===== src/rtl/sd_block_demux.sv =====
// Start-token framed block demultiplexer: hunts for START_TOKEN in the SPI byte
// stream, reads a channel tag, routes the payload to one of NUM_CH writers, drops the CRC.
module sd_block_demux #(
    parameter int         NUM_CH        = 2,
    parameter int         BLOCK_BYTES   = 512,
    parameter int         CRC_BYTES     = 2,
    parameter logic [7:0] START_TOKEN   = 8'hFE,
    parameter int         TIMEOUT_BYTES = 4096
) (
    input  logic              CLK_40,
    input  logic              reset,
    input  logic              enable,
    input  logic              clr_err,
    input  logic              rx_valid,
    input  logic [7:0]        rx_byte,
    input  logic [NUM_CH-1:0] ch_ready,
    output logic [NUM_CH-1:0] wr_en,
    output logic [7:0]        wr_data,
    output logic              block_done,
    output logic [2:0]        block_ch,
    output logic              timeout,
    output logic              abort,
    output logic              err_tag,
    output logic              err_ovf,
    output logic              busy
);

    localparam int CNT_W  = $clog2(BLOCK_BYTES + CRC_BYTES + 1);
    localparam int HUNT_W = $clog2(TIMEOUT_BYTES + 1);
    localparam int CH_W   = (NUM_CH > 1) ? $clog2(NUM_CH) : 1;

    localparam logic [CNT_W-1:0]  CNT_ONE  = CNT_W'(1);
    localparam logic [CNT_W-1:0]  PAY_END  = CNT_W'(BLOCK_BYTES);
    localparam logic [CNT_W-1:0]  CRC_END  = CNT_W'(BLOCK_BYTES + CRC_BYTES);
    localparam logic [HUNT_W-1:0] HUNT_ONE = HUNT_W'(1);
    localparam logic [HUNT_W-1:0] HUNT_END = HUNT_W'(TIMEOUT_BYTES);
    localparam logic [7:0]        NUM_CH_B = 8'(NUM_CH);

    typedef enum logic [2:0] {
        IDLE,
        HUNT,
        TAG,
        PAYLOAD,
        CRC
    } state_t;

    state_t             state, state_nxt;
    logic [CNT_W-1:0]   byte_cnt, byte_cnt_nxt;
    logic [HUNT_W-1:0]  hunt_cnt, hunt_cnt_nxt;
    logic [CH_W-1:0]    cur_ch, cur_ch_nxt;
    logic               discard, discard_nxt;

    logic [NUM_CH-1:0]  wr_en_nxt;
    logic [7:0]         wr_data_nxt;
    logic               block_done_nxt;
    logic [2:0]         block_ch_nxt;
    logic               timeout_nxt;
    logic               abort_nxt;
    logic               err_tag_nxt;
    logic               err_ovf_nxt;

    logic [CNT_W-1:0]   byte_inc;
    logic [HUNT_W-1:0]  hunt_inc;
    logic [CH_W-1:0]    tag_ch;
    logic               tag_bad;
    logic               in_block;
    logic               sel_ready;
    logic [NUM_CH-1:0]  sel_onehot;
    logic               end_payload;
    logic               end_block;
    logic               end_discard;
    logic [CH_W-1:0]    end_ch;

    assign byte_inc = byte_cnt + CNT_ONE;
    assign hunt_inc = hunt_cnt + HUNT_ONE;
    assign tag_ch   = rx_byte[CH_W-1:0];
    assign tag_bad  = (rx_byte >= NUM_CH_B);
    assign in_block = (state == TAG) || (state == PAYLOAD) || (state == CRC);
    assign busy     = in_block;

    // Channel select decoded by comparison so non-power-of-two NUM_CH never indexes past ch_ready.
    always_comb begin
        sel_ready  = 1'b0;
        sel_onehot = '0;
        for (int i = 0; i < NUM_CH; i++) begin
            if (cur_ch == CH_W'(i)) begin
                sel_ready     = ch_ready[i];
                sel_onehot[i] = 1'b1;
            end
        end
    end

    always_comb begin
        state_nxt      = state;
        byte_cnt_nxt   = byte_cnt;
        hunt_cnt_nxt   = hunt_cnt;
        cur_ch_nxt     = cur_ch;
        discard_nxt    = discard;
        wr_en_nxt      = '0;
        wr_data_nxt    = wr_data;
        block_done_nxt = 1'b0;
        block_ch_nxt   = block_ch;
        timeout_nxt    = 1'b0;
        abort_nxt      = 1'b0;
        err_tag_nxt    = clr_err ? 1'b0 : err_tag;
        err_ovf_nxt    = clr_err ? 1'b0 : err_ovf;
        end_payload    = 1'b0;
        end_block      = 1'b0;
        end_discard    = discard;
        end_ch         = cur_ch;

        if (!enable) begin
            state_nxt    = IDLE;
            byte_cnt_nxt = '0;
            hunt_cnt_nxt = '0;
            abort_nxt    = in_block;
        end else begin
            unique case (state)
                IDLE: begin
                    state_nxt    = HUNT;
                    hunt_cnt_nxt = '0;
                    byte_cnt_nxt = '0;
                end
                HUNT: begin
                    if (rx_valid) begin
                        if (rx_byte == START_TOKEN) begin
                            state_nxt    = TAG;
                            hunt_cnt_nxt = '0;
                            byte_cnt_nxt = '0;
                        end else if (hunt_inc == HUNT_END) begin
                            timeout_nxt  = 1'b1;
                            hunt_cnt_nxt = '0;
                        end else begin
                            hunt_cnt_nxt = hunt_inc;
                        end
                    end
                end
                TAG: begin
                    if (rx_valid) begin
                        state_nxt    = PAYLOAD;
                        cur_ch_nxt   = tag_ch;
                        discard_nxt  = tag_bad;
                        byte_cnt_nxt = CNT_ONE;
                        if (tag_bad) begin
                            err_tag_nxt = 1'b1;
                        end
                        end_discard = tag_bad;
                        end_ch      = tag_ch;
                        end_payload = (CNT_ONE == PAY_END);
                    end
                end
                PAYLOAD: begin
                    if (rx_valid) begin
                        byte_cnt_nxt = byte_inc;
                        if (!discard) begin
                            if (sel_ready) begin
                                wr_en_nxt   = sel_onehot;
                                wr_data_nxt = rx_byte;
                            end else begin
                                err_ovf_nxt = 1'b1;
                            end
                        end
                        end_payload = (byte_inc == PAY_END);
                    end
                end
                CRC: begin
                    if (rx_valid) begin
                        byte_cnt_nxt = byte_inc;
                        end_block    = (byte_inc == CRC_END);
                    end
                end
                default: state_nxt = IDLE;
            endcase

            // With no CRC bytes the last payload byte closes the block directly.
            if (end_payload) begin
                if (CRC_BYTES == 0) begin
                    end_block = 1'b1;
                end else begin
                    state_nxt = CRC;
                end
            end

            if (end_block) begin
                state_nxt    = HUNT;
                byte_cnt_nxt = '0;
                hunt_cnt_nxt = '0;
                if (!end_discard) begin
                    block_done_nxt = 1'b1;
                    block_ch_nxt   = 3'(end_ch);
                end
            end
        end
    end

    always_ff @(posedge CLK_40 or negedge reset) begin
        if (!reset) begin
            state      <= IDLE;
            byte_cnt   <= '0;
            hunt_cnt   <= '0;
            cur_ch     <= '0;
            discard    <= 1'b0;
            wr_en      <= '0;
            wr_data    <= '0;
            block_done <= 1'b0;
            block_ch   <= '0;
            timeout    <= 1'b0;
            abort      <= 1'b0;
            err_tag    <= 1'b0;
            err_ovf    <= 1'b0;
        end else begin
            state      <= state_nxt;
            byte_cnt   <= byte_cnt_nxt;
            hunt_cnt   <= hunt_cnt_nxt;
            cur_ch     <= cur_ch_nxt;
            discard    <= discard_nxt;
            wr_en      <= wr_en_nxt;
            wr_data    <= wr_data_nxt;
            block_done <= block_done_nxt;
            block_ch   <= block_ch_nxt;
            timeout    <= timeout_nxt;
            abort      <= abort_nxt;
            err_tag    <= err_tag_nxt;
            err_ovf    <= err_ovf_nxt;
        end
    end

endmodule


===== config.mk =====
export PLATFORM = sky130hd
export DESIGN_NAME = sd_block_demux
export DESIGN_NICKNAME = d
export VERILOG_FILES = /design/src/rtl/sd_block_demux.sv
export SDC_FILE = /design/constraint.sdc
export NUM_CORES = 1
export LEC_CHECK = 0
export CORE_MARGIN = 4
export CORE_UTILIZATION = 35
export CTS_CLUSTER_SIZE = 25
export DETAILED_ROUTE_END_ITERATION = 10
export GPL_ROUTABILITY_DRIVEN = 0
export GPL_TIMING_DRIVEN = 0
export REMOVE_ABC_BUFFERS = 1
export SLEW_MARGIN = 20
export SYNTH_ARGS = -nofsm -noshare
export SYNTH_HDL_FRONTEND = slang
export SYNTH_SLANG_ARGS = --single-unit

===== constraint.sdc =====
create_clock -name CLK_40 -period 3.5 [get_ports CLK_40]
set_input_delay 0.35 -clock CLK_40 [delete_from_list [all_inputs] [get_ports CLK_40]]
set_output_delay 0.35 -clock CLK_40 [all_outputs]
set_load 0.03 [all_outputs]

After elaboration in Yosys (flattened, before gate mapping) --
Cells that the tools add are included.
Word-level totals: register bits after elaboration 44, input bits 15, output and inout port bits 19, word-level logic and storage cells 104
Operators by class: $add $sub $neg 2, $lt $le $gt $ge 1, equality and inequality tests 18, multiplexer cells 59, bitwise operators 2, reductions and logical operators 9
Operator list (count):
- $mux 13 | 5
- $mux 10 | 6
- $pmux 10 s4 | 1
- $mux 1 | 34
- $pmux 13 s2 | 1
- $eq 10x10->1 const B | 2
- $mux 3 | 6
- $add 13x1->13 const B | 1
- $eq 13x13->1 const B | 1
- $pmux 3 s4 | 1
- $add 10x1->10 const B | 1
- $mux 2 | 5
- $ne 5x5->1 const B | 2
- $reduce_and 5->1 | 2
- $eq 8x8->1 const B | 1
- $ge 8x2->1 const B | 1
- $ne 4x2->1 const B | 2
- $ne 4x4->1 const B | 2
- $eq 3x2->1 const B | 2
- $ne 6x2->1 const B | 1
- $ne 5x3->1 const B | 1
- $ne 4x1->1 const B | 1
- $ne 4x3->1 const B | 1
- $reduce_and 4->1 | 1
- other kinds (8) | 10

Longest topological paths before layout --
word-level depth 8, mapped depth 10, gate-level depth less buffers 8

Worst setup path before layout --
OpenSTA, ideal clock, no wires.
path type reg2reg, start reg byte_cnt[0], end reg byte_cnt[0], library setup time 0.125 ns, arrival time 2.043 ns, required time 3.375 ns, setup slack 1.332 ns, cell stages (with the launch flop) 9, period minus slack after synthesis 2.168 ns, cell sequence dfrtp_1 -> nand2_1 -> or3_1 -> buf_2 -> nand4bb_4 -> a211oi_4 -> a21o_4 -> o21ai_1 -> mux2_2
On the way: word-level cells in the longest chain between the ends 7, elaborated cells between the ends (all ways) 15, classes of those cells add/sub: 1; eq/ne: 6; mux: 7; reduce/logical: 1
RTL lines:
- start: declaration | line 48 | logic [CNT_W-1:0] byte_cnt, byte_cnt_nxt;
- start signal: assignment | line 213 | byte_cnt <= byte_cnt_nxt;
- $add 10x1->10 * | line 74 | assign byte_inc = byte_cnt + CNT_ONE;
- $eq 10x10->1 | line 169 | end_block = (byte_inc == CRC_END);
- $mux 1 | line 167 | if (rx_valid) begin
- $mux 1 | line 118 | unique case (state)
- $mux 1 | line 112 | if (!enable) begin
- $ne 6x2->1 (no source line), or another cell as far along
- $reduce_and 5->1 (no source line) / $mux 10 (equally long branches)
Mark *: on every way between the ends. The rest lies on a longest branch, timed or not. The select of a mux whose other input is x is not followed. A chain may end at the register's enable or synchronous reset.

Final worst setup path --
start in enable, end reg hunt_cnt[5]
On the way: word-level cells in the longest chain between the ends 2, elaborated cells between the ends (all ways) 4, classes of those cells eq/ne: 2; mux: 1; reduce/logical: 1
RTL lines:
- start: declaration | line 12 | input logic enable,
- $ne 4x1->1 (no source line) / $ne 4x4->1 (equally long branches)
- $reduce_and 2->1 (no source line)
- end signal: assignment | line 214 | hunt_cnt <= hunt_cnt_nxt;
- end: declaration | line 49 | logic [HUNT_W-1:0] hunt_cnt, hunt_cnt_nxt;
Several ways; a longest one is shown, not always the timed one.

==> results.md <==
Outcome:
- The flow ran to the end, and the final reports show no timing, DRC or antenna violations.

Clocking:
- Buffers inserted during clock tree synthesis total 5.
- The clock transition at the registers of the reported paths is 80 ps.
- TritonCTS built the clock tree.
- The clock tree root driver cell is sky130_fd_sc_hd__clkbuf_8.
- At the later pin of the worst-skew pair, clock insertion delay measures 290 ps.
- The number of buffers on the longest clock path is 2.
- In this run, post-CTS hold repair placed 0 buffers.
- The quantity of gates resized following cts is 0.
- The number of levels the H-tree was split into is 2.
- The sink count of the clock tree is 44.
- In this run the post-CTS setup repair buffer count came out at 0.

Power and ir drop:
- The total power divided by cell area is 451 mW/mm².
- The analysis attributes to cell leakage a power of 1.34 nW.
- The overall power of the completed layout is 1.39 mW.
- The worst IR drop on VDD is 245 µV.

Route:
- The detail route stage leaves a number of antenna-violating nets equal to 0.
- The detailed-route via count is 2174.
- The post-detailed-routing wire length is 5.79 mm.
- The first-pass iteration count of the detailed router is 4.
- The number of DRC violations after detailed routing is 0.
- The number of vias per cell after detailed routing is 5.29.
- Dividing the detail-routed wire length by the instance count gives 14.1 µm.
- The detailed router finished its first iteration with 99 violations.

STA:
- The headroom to the max-slew limit is 0.565.
- In the finished design, the share of the clock period the worst path needs comes to 0.777.
- Setup repair after global routing left no endpoint under its margin.
- The final number of max-transition violations was 0.
- The slew at the pin closest to its max-slew limit is 651 ps.
- Setup violations remaining at the end of the flow were counted as 0.
- The final critical-path required period is 2720 ps.
- Derived from the worst setup path, the maximum achievable clock frequency is 0.368 GHz.
- The setup slack after layout is 780 ps.
- The final count of hold timing violations was 0.
- The worst-case clock skew is 4.84 ps.
- The summed negative setup slack over all endpoints is 0 ps.

Cells and area:
- Once layout is complete, the utilization of the core stands at 0.424.
- The most common cell after layout, fill and taps aside is sky130_fd_sc_hd__dfrtp_1.
- The net total in the final layout is 331.
- Of the cells placed in the final design, the portion with a size suffix greater than 1 is 0.0865.
- In the layout the commonest cells are 44 x sky130_fd_sc_hd__dfrtp_1, 35 x sky130_fd_sc_hd__nand2_1, 30 x sky130_fd_sc_hd__clkdlybuf4s50_1, 20 x sky130_fd_sc_hd__nor2_1, 15 x sky130_fd_sc_hd__nand3_1.
- The final cell count without fillers is 411.
- The number of antenna repair diodes is 0.
- Compared with the post-synthesis result, the final layout area differs by 18.2%.

Run:
- Across the run, the number of max-cap violations was 0.

Yosys:
- The share of synthesized area in the top cell type comes to 0.423.
- The mapped cell area is 0.00260 mm².
- The Yosys step of the flow raised 0 warnings.
- After synthesis, the netlist uses 50 different library cells.
- The synthesized design contains 44 register bits.
- After synthesis, the cell types taking the most area are sky130_fd_sc_hd__dfrtp_1 42%, sky130_fd_sc_hd__nand2_1 5.0%, sky130_fd_sc_hd__mux2_2 4.3%, sky130_fd_sc_hd__and3_1 2.9%, sky130_fd_sc_hd__nand3_1 2.9%.
- Dividing the synthesized area by the synthesized cell count gives 9.11 µm².
- The biggest area contributor in the post-synthesis netlist is sky130_fd_sc_hd__dfrtp_1.
- The share of the Yosys chip area taken by registers is 0.423.
- Counting every instance in the synthesized netlist gives 286.

GRT:
- The total overflow reported by the global router is 0.
- The number of antenna violations at the first check in global routing is 0.
- The first global-routing pass estimated 9.94 mm of wire.
- The number of global-route vias before repair came to 2040.
- The global-route usage over all layers is 0.140.
- Entering global routing, the biggest net connects 25 pins.

Floorplan:
- The core region area is 0.00725 mm².
- For this configuration, the core starts out at a cell density of 0.359.
- The number of primary I/O pins is 34.
- The height of the die is 94.3 µm.
- The floorplan step defined a die boundary enclosing 0.00889 mm².
- The floorplan has 31 rows.
- The die is 94.3 µm wide.

Placed design:
- In this run the tool buffered the top-level ports with 31 buffer cells.
- Once placement completed, the tool counted placed cells totaling 404.
- The wire-length estimate of the detail-placed layout is 4.23 mm.
- Prior to clock tree synthesis, the placed netlist has a worst setup slack of 364 ps.

Critical path:
- The element type at the critical path end is a flip-flop.
- The setup path with the least slack is of type primary input to flip-flop.
- Of all nets on the critical path, the largest fanout is 11.
- At the worst endpoint, the required time is 3690 ps.
- For the worst setup path, the data arrival time is 2910 ps.
- The worst setup path is launched from a primary input.

Hold path:
- The tightest min-delay check is of the primary input to asynchronous set/reset pin type.
[kinds of logic (layout without fill, tap and decap cells)]
family                   Yosys count  count (layout)  synth area share
multiplexers                      13              13            0.0548
AO/OA/AOI/OAI                     67              67             0.183
buffers and inverters             22              47            0.0394
other                              1               2           0.00144
AND/OR/NAND/NOR                  129             129             0.259
adder cells (fa/ha/maj)            5               5            0.0231
flip-flops                        44              44             0.423
XOR/XNOR                           5               5            0.0168
[power by group]
part           switching (mW)  leakage, nW  internal, mW  total [mW]
registers              0.0575        0.604         0.565       0.622
logic                   0.265        0.692         0.191       0.456
clock network           0.173       0.0400         0.135       0.308
[critical path, cell delays in order]
cell                              delay (ps)
sky130_fd_sc_hd__clkdlybuf4s50_1         690
sky130_fd_sc_hd__inv_1                   180
sky130_fd_sc_hd__nor4b_1                 440
sky130_fd_sc_hd__o21a_1                  320
sky130_fd_sc_hd__and2_1                  410
sky130_fd_sc_hd__nand2_1                 240
sky130_fd_sc_hd__o31ai_1                 280
[registers in the layout, indices dropped and copies added, names as in the netlist]
name	cells
wr_data	8
state	3
err_tag	1
err_ovf	1
block_done	1
abort	1
byte_cnt	10
hunt_cnt	13
timeout	1
block_ch	1
discard	1
wr_en	2
cur_ch	1
[cell type report]
class | instances | area (µm²)
clock inverter | 2 | 12.5
tap | 99 | 124
inverter | 8 | 30.0
fill | 728 | 4180
sequential | 44 | 1100
multi-input combinational | 221 | 1410
timing repair buffer | 32 | 333
clock buffer | 5 | 68.8
[cells in the mapped netlist, drive strengths merged]
library cell,number
nand4b,1
a211oi,1
xor2,3
o41ai,1
nor3,7
a22oi,1
a21o,4
o21a,2
nor4,2
or3,8
ha,4
and3,12
a22o,4
a221o,2
a32o,3
nand4bb,1
mux2i,3
a311o,1
clkbuf,9
nand3,15
nor2b,6
a211o,1
inv,8
or2,1
o22a,1
or4,1
nor2,20
nand4,8
and2,5
xnor2,2
buf,5
nand2b,6
nor4b,1
conb,1
o22ai,5
dfrtp,44
a21oi,14
a31oi,2
o31ai,7
maj3,1
nand2,35
o21bai,4
o21ai,14
mux2,10
[metal layers]
layer  routed length [µm]  up-vias  track usage
met3                  195        2       0.0240
met4                   47        0       0.0445
met5                    0        -            0
met2                 2820       36        0.222
met1                 2730     1053        0.193
li1                     -     1083            -
[through the flow]
step / instance area, µm² / hold WS (ps)
floorplan: 2540 / 54.4
global placement: 2970 / 490
detailed placement: 2990 / 403
CTS: 3070 / 74.6
global route: 3080 / 105
finish: 3080 / 61.5
[path summary, 6_finish.rpt]
path,slack [ps],cells past startpoint,to,start
setup / recovery,780,7,hunt_cnt[5],enable
hold / removal,60,1,byte_cnt[1],reset
setup reg to reg,970,7,hunt_cnt[11],byte_cnt[0]
hold reg to reg,510,1,wr_data[6],wr_data[6]
max in group asynchronous,2920,2,hunt_cnt[6],reset
min in group CLK_40,510,1,wr_data[6],wr_data[6]
Note: power is estimated with default switching activity, not from simulation.
